`config.mk`:
```
export PLATFORM = sky130hd
export DESIGN_NAME = fp_adder_block
export DESIGN_NICKNAME = d
export VERILOG_FILES = /design/src/rtl/fp32_pkg.sv /design/src/rtl/fp_adder_block_lzc28.sv /design/src/rtl/fp_adder_block.sv
export SDC_FILE = /design/constraint.sdc
export NUM_CORES = 1
export LEC_CHECK = 0
export ABC_AREA = 0
export CORE_MARGIN = 2
export CORE_UTILIZATION = 57
export CTS_BUF_LIST = sky130_fd_sc_hd__clkbuf_8
export DETAILED_ROUTE_END_ITERATION = 10
export GPL_TIMING_DRIVEN = 0
export PLACE_DENSITY = 0.88
export SYNTH_ARGS = -nofsm -noshare
export SYNTH_HDL_FRONTEND = slang
export SYNTH_SLANG_ARGS = --single-unit
```
`constraint.sdc`:
```
create_clock -name clk -period 7.7 [get_ports clk]
set_input_delay 1.925 -clock clk [delete_from_list [all_inputs] [get_ports clk]]
set_output_delay 1.925 -clock clk [all_outputs]
set_load 0.005 [all_outputs]
```
`src/rtl/fp32_pkg.sv`:
```
// Shared binary32 field widths, special encodings and operand unpacking
// for the floating-point datapath blocks.
package fp32_pkg;

    localparam int EXP_W   = 8;
    localparam int FRAC_W  = 23;
    localparam int MAN_W   = FRAC_W + 1;
    localparam int BIAS    = 127;
    localparam int LATENCY = 3;

    localparam logic [31:0] FP32_QNAN    = 32'h7FC00000;
    localparam logic [31:0] FP32_POS_INF = 32'h7F800000;
    localparam logic [31:0] FP32_NEG_INF = 32'hFF800000;

    typedef struct packed {
        logic             sign;
        logic [EXP_W-1:0] exp;
        logic [MAN_W-1:0] man;
        logic             is_zero;
        logic             is_inf;
        logic             is_nan;
    } fp_fields_t;

    // Denormals collapse to signed zero; normals get the hidden 1 restored.
    function automatic fp_fields_t fp_unpack(input logic [31:0] x);
        fp_fields_t f;
        f.sign    = x[31];
        f.exp     = x[30:23];
        f.is_zero = (x[30:23] == '0);
        f.is_inf  = (&x[30:23]) && (x[22:0] == '0);
        f.is_nan  = (&x[30:23]) && (x[22:0] != '0);
        f.man     = f.is_zero ? '0 : {1'b1, x[22:0]};
        return f;
    endfunction

endpackage

```
`src/rtl/fp_adder_block_lzc28.sv`:
```
// 28-bit leading-zero counter; an all-zero input reports 28.
module lzc28 (
    input  logic [27:0] x,
    output logic [4:0]  count
);

    // Scanning upward lets the highest set bit overwrite lower ones.
    always_comb begin
        count = 5'd28;
        for (int i = 0; i < 28; i++) begin
            if (x[i]) count = 5'(27 - i);
        end
    end

endmodule

```
`src/rtl/fp_adder_block.sv`:
```
// Three-stage binary32 adder: unpack/compare, align/add, normalize/round/pack.
// in_valid is a plain qualifier with no ready: every edge samples A/B and out_valid echoes in_valid 3 edges later.
module fp_adder_block
    import fp32_pkg::*;
(
    input  logic        clk,
    input  logic        rst,
    input  logic        in_valid,
    input  logic [31:0] A,
    input  logic [31:0] B,
    output logic [31:0] R,
    output logic        out_valid
);

    localparam logic signed [9:0] E_MAX = 10'(2 * BIAS + 1);

    // ---------------- stage 1: unpack / compare ----------------
    fp_fields_t fa, fb;
    logic [30:0] mag_a, mag_b;
    logic        a_big;
    logic        c1_spec;
    logic [31:0] c1_spec_val;

    logic             s1_sign, s1_sub, s1_spec;
    logic [EXP_W-1:0] s1_exp, s1_d;
    logic [MAN_W-1:0] s1_big_man, s1_sml_man;
    logic [31:0]      s1_spec_val;

    always_comb begin
        fa    = fp_unpack(A);
        fb    = fp_unpack(B);
        mag_a = fa.is_zero ? '0 : A[30:0];
        mag_b = fb.is_zero ? '0 : B[30:0];
        a_big = (mag_a >= mag_b);
    end

    // Specials and zero operands bypass the arithmetic path entirely.
    always_comb begin
        c1_spec     = 1'b1;
        c1_spec_val = '0;
        if (fa.is_nan || fb.is_nan || (fa.is_inf && fb.is_inf && (fa.sign != fb.sign)))
            c1_spec_val = FP32_QNAN;
        else if (fa.is_inf)
            c1_spec_val = A;
        else if (fb.is_inf)
            c1_spec_val = B;
        else if (fa.is_zero && fb.is_zero)
            c1_spec_val = {fa.sign & fb.sign, 31'b0};
        else if (fa.is_zero)
            c1_spec_val = B;
        else if (fb.is_zero)
            c1_spec_val = A;
        else
            c1_spec = 1'b0;
    end

    always_ff @(posedge clk or posedge rst) begin
        if (rst) begin
            s1_sign     <= 1'b0;
            s1_sub      <= 1'b0;
            s1_spec     <= 1'b0;
            s1_exp      <= '0;
            s1_d        <= '0;
            s1_big_man  <= '0;
            s1_sml_man  <= '0;
            s1_spec_val <= '0;
        end else begin
            s1_sign     <= a_big ? fa.sign : fb.sign;
            s1_sub      <= fa.sign ^ fb.sign;
            s1_spec     <= c1_spec;
            s1_exp      <= a_big ? fa.exp : fb.exp;
            s1_d        <= a_big ? (fa.exp - fb.exp) : (fb.exp - fa.exp);
            s1_big_man  <= a_big ? fa.man : fb.man;
            s1_sml_man  <= a_big ? fb.man : fa.man;
            s1_spec_val <= c1_spec_val;
        end
    end

    // ---------------- stage 2: align / add ----------------
    logic [53:0] wide;
    logic [26:0] al;
    logic [27:0] c2_sum;

    always_comb begin
        wide   = {s1_sml_man, 3'b000, 27'b0} >> s1_d;
        al     = (s1_d >= 8'd27) ? 27'd1 : {wide[53:28], wide[27] | (|wide[26:0])};
        c2_sum = s1_sub ? ({1'b0, s1_big_man, 3'b000} - {1'b0, al})
                        : ({1'b0, s1_big_man, 3'b000} + {1'b0, al});
    end

    logic             s2_sign, s2_spec;
    logic [EXP_W-1:0] s2_exp;
    logic [27:0]      s2_sum;
    logic [31:0]      s2_spec_val;

    always_ff @(posedge clk or posedge rst) begin
        if (rst) begin
            s2_sign     <= 1'b0;
            s2_spec     <= 1'b0;
            s2_exp      <= '0;
            s2_sum      <= '0;
            s2_spec_val <= '0;
        end else begin
            s2_sign     <= s1_sign;
            s2_spec     <= s1_spec;
            s2_exp      <= s1_exp;
            s2_sum      <= c2_sum;
            s2_spec_val <= s1_spec_val;
        end
    end

    // ---------------- stage 3: normalize / round / pack ----------------
    logic [4:0]         lz;
    logic [26:0]        n;
    logic signed [9:0]  e_norm, e_r;
    logic               up;
    logic [24:0]        m25;
    logic [FRAC_W-1:0]  frac;
    logic [31:0]        c3_res;

    lzc28 u_lzc (
        .x     (s2_sum),
        .count (lz)
    );

    always_comb begin
        if (s2_sum[27]) begin
            n      = {s2_sum[27:2], s2_sum[1] | s2_sum[0]};
            e_norm = $signed({2'b00, s2_exp}) + 10'sd1;
        end else begin
            n      = s2_sum[26:0] << (lz - 5'd1);
            e_norm = $signed({2'b00, s2_exp}) - $signed({5'b00000, lz - 5'd1});
        end
        // n = {1.frac[22:0], guard, round, sticky}
        up  = n[2] & (n[1] | n[0] | n[3]);
        m25 = {1'b0, n[26:3]} + {24'b0, up};
        if (m25[24]) begin
            e_r  = e_norm + 10'sd1;
            frac = m25[23:1];
        end else begin
            e_r  = e_norm;
            frac = m25[22:0];
        end
        if (s2_spec)
            c3_res = s2_spec_val;
        else if (s2_sum == '0)
            c3_res = '0;
        else if (e_r >= E_MAX)
            c3_res = s2_sign ? FP32_NEG_INF : FP32_POS_INF;
        else if (e_r <= 10'sd0)
            c3_res = {s2_sign, 31'b0};
        else
            c3_res = {s2_sign, e_r[7:0], frac};
    end

    logic [LATENCY-1:0] v_pipe;

    always_ff @(posedge clk or posedge rst) begin
        if (rst) begin
            R      <= '0;
            v_pipe <= '0;
        end else begin
            R      <= c3_res;
            v_pipe <= {v_pipe[LATENCY-2:0], in_valid};
        end
    end

    assign out_valid = v_pipe[LATENCY-1];

endmodule

```
==> results.json <==
{
  "status": "finished clean",
  "num_vias": 16560,
  "ir_drop_uv": 171.5,
  "slowest_stage": "clkdlybuf4s50_1",
  "portBuffers": 99,
  "drtIter0Drc": 2040,
  "dp.cells": 2426,
  "tightest_slew_ps": 977.6,
  "synth.distinct_cells": 101,
  "start_util_pct": 57.69,
  "synth_fp_nets": 2119,
  "cp_max_fo": 10,
  "synth_fa_ha_area_share_pct": 8.540,
  "antenna_found_initial": 3,
  "r2r-end": "R[20]",
  "rows": 62,
  "fin_crit_sh_pct": 98.58,
  "dieArea_um2": 30270,
  "seq_area_frac_synth_pct": 31.00,
  "hp-class": "flip-flop to flip-flop",
  "post_dp_cell_area_um2": 17970,
  "power.density_nw_per_um2": 301.3,
  "worstSetupStartpointType": "input pin",
  "preCtsSetupSlack_ps": -983.9,
  "remaining_drc_errors": 0,
  "io_pins": 100,
  "synth_top_family_by_area": "compound AO/OA/AOI/OAI gates",
  "cp_common_cell": "a21o_1",
  "wl_per_cell_um": 23.90,
  "synth_edf_count": 0,
  "holdPathStages": 0,
  "wl_mm": 59.47,
  "postLayoutCellArea_um2": 18840,
  "layout_min_cycle_time_ps": 7590,
  "synth_ff_type": "dfrtp_1",
  "stdcell_count": 2488,
  "crit_buf_inv": 5,
  "synth-compound-area-share_pct": 20.68,
  "r2r_cells": 26,
  "worstPathRequired_ps": 8060,
  "cts_inserted_buffers": 35,
  "path_cells": "clkdlybuf4s50_1, nor4_2, nand2_1, clkbuf_1, nand2_1, inv_1, ha_1, nand2b_1, a21o_1, a21o_1, a21o_1, a21o_1, a21o_1, a21o_1, a21o_1, a21o_1, a21o_1, a2111oi_1, o2111a_2, buf_2, clkbuf_2, mux2i_1",
  "r2r_slack_ps": 440,
  "cts_sinks": 204,
  "hold-path-endpoint": "s2_spec_val[28]",
  "synthMuxAreaShare_pct": 9.786,
  "die_w_um": 174.0,
  "die_h_um": 174.0,
  "tritoncts": "yes",
  "synthSimpleGateAreaFrac_pct": 19.77,
  "cpLargestDelayFamily": "compound AO/OA/AOI/OAI gates",
  "end_kind": "flip-flop",
  "grt_pass1_wl_mm": 92.35,
  "clockRootBuffer": "clkbuf_8",
  "clk_pin_slew_ps": 60,
  "drt-vias-per-instance": 6.657,
  "clk_latency_ps": 550,
  "max_freq_mhz": 131.7,
  "slowest_delay_ps": 620,
  "synth_xor_xnor_area_share_pct": 3.867,
  "overflow": 0,
  "drive_gt1_share_pct": 8.650,
  "cts.path.max_buffers": 3,
  "maxCapViolCount": 0,
  "synth_seq_cells": 204,
  "relSlewSlack_pct": 33.91,
  "avgSynthCellArea_um2": 8.480,
  "final_hold_viol_count": 0,
  "dr.pass1.iters": 6,
  "finClkSkew_ps": 25.68,
  "grt_pass1_vias": 16020,
  "timing.rr.start": "s2_sum[13]",
  "cts-hold-fix-buffers": 0,
  "arrival_ps": 7950,
  "yosysWarnings": 0,
  "hp-start": "s1_spec_val[28]",
  "grt_max_degree": 139,
  "async_flop_share_pct": 100.0,
  "synthesis.instances": 1942,
  "syn_area_um2": 16470,
  "grt_usage_pct": 39.24,
  "gp_congestion": 1.007,
  "leakagePower_nw": 8.581,
  "h-tree-depth": 2,
  "core_area_um2": 28550,
  "maxSlewViolCount": 0,
  "dp_hpwl_mm": 47.05,
  "nets": 2254,
  "syn_to_final_growth_pct": 14.43,
  "ant_nets": 0,
  "criticalPathCategory": "input pin to flip-flop",
  "setup_viol": 0,
  "antenna_cells": 0,
  "setup_ws_ps": 109.6
}
==> layout make-up <==
type                    count  area (um2)
multi-input cells        1478       10370
fillers                  2340        9703
flip-flops and latches    204        5105
repair buffers            101        1026
clock buffers              42       578.1
plain buffers             127       554.3
inverters                 130       495.5
well taps                 384       480.5
clock inverters            22       231.5
==> power breakdown <==
part	leakage [nW]	switching, mW	internal, mW	total [mW]
Clock	0.449	0.464	0.642	1.11
Combinational	5.57	1.93	1.23	3.16
Sequential	2.56	0.154	1.26	1.41
==> registers in the layout (all words and copies together) (netlist names), 3 cells and up <==
signal / cells
R: 32
s1_d: 8
s2_sum: 28
s2_exp: 8
s1_spec_val: 32
s1_exp: 8
s2_spec_val: 32
v_pipe: 3
s1_sml_man: 24
s1_big_man: 24
==> layer usage <==
layer  GRT usage [%]  vias up  part of all wire, %
met1           52.47     7967                   40
met5               0        -                    0
met2           62.28     1078                   45
met3           6.693      236                  9.4
li1                -     7282                    -
met4           18.84        0                  5.7
==> metrics by stage <==
step	utilization [%]	setup TNS (ps)	total power [mW]	hold slack, ps
floorplan	-	0	3.424	331.2
global placement	62.84	-388920	4.428	332.2
detailed placement	62.96	-39130	4.450	334.7
CTS	65.81	0	5.570	341.8
global route	66.01	-28.53	5.968	352.3
finish	66.01	0	5.679	336.6
==> cell usage after synthesis (38+ instances only) <==
library cell    n  share of area, %
nand2_1       239               5.4
dfrtp_1       204                31
o21ai_0       134               4.1
nor2_1        127               2.9
inv_1         126               2.9
a21oi_1       118               3.6
ha_1          106               8.1
clkbuf_1       94               2.1
nand3_1        63               1.9
mux2i_1        53               3.2
xnor2_1        45               2.4
nor3_1         39               1.2
mux4_2         38               5.2
==> worst max-delay path by stage <==
stage | from | endpoint | cells past startpoint
2_1_floorplan | rst | R[0] | 1
3_3_place_gp | rst | s1_big_man[6] | 2
3_5_place_dp | B[24] | s1_d[1] | 22
4_1_cts | B[24] | s1_big_man[9] | 22
5_1_grt | B[24] | s1_big_man[1] | 22
6_report | B[24] | s1_d[1] | 22
==> timing repair <==
item                       in CTS  in global routing
pin swaps                       0                  1
setup endpoints to repair      45                 77
resized for setup               5                 16
cloned                          0                  0
setup buffers                   0                  1
==> cells in the final DEF (no fill, tap or decap), types with 24 or more instances in the layout <==
master and instances:
a21o_1 36, a21oi_1 118, a31oi_1 31, clkbuf_1 89, clkbuf_8 42, clkdlybuf4s50_1 99
dfrtp_1 204, ha_1 106, inv_1 136, mux2i_1 53, mux4_2 38, nand2_1 239
nand2b_1 29, nand3_1 63, nand4_1 28, nor2_1 127, nor3_1 39, nor4_1 27
o21ai_0 130, xnor2_1 44, xor2_1 24
==> cell families (layout without fill, tap and decap cells) <==
logic type | Yosys count | count (layout)
flops | 204 | 204
buf+inv | 260 | 422
compound gates | 523 | 523
mux | 111 | 111
xor+xnor | 71 | 71
fa+ha+maj | 110 | 110
simple gates | 663 | 663
No activity file was read; power rests on OpenSTA's default activity.
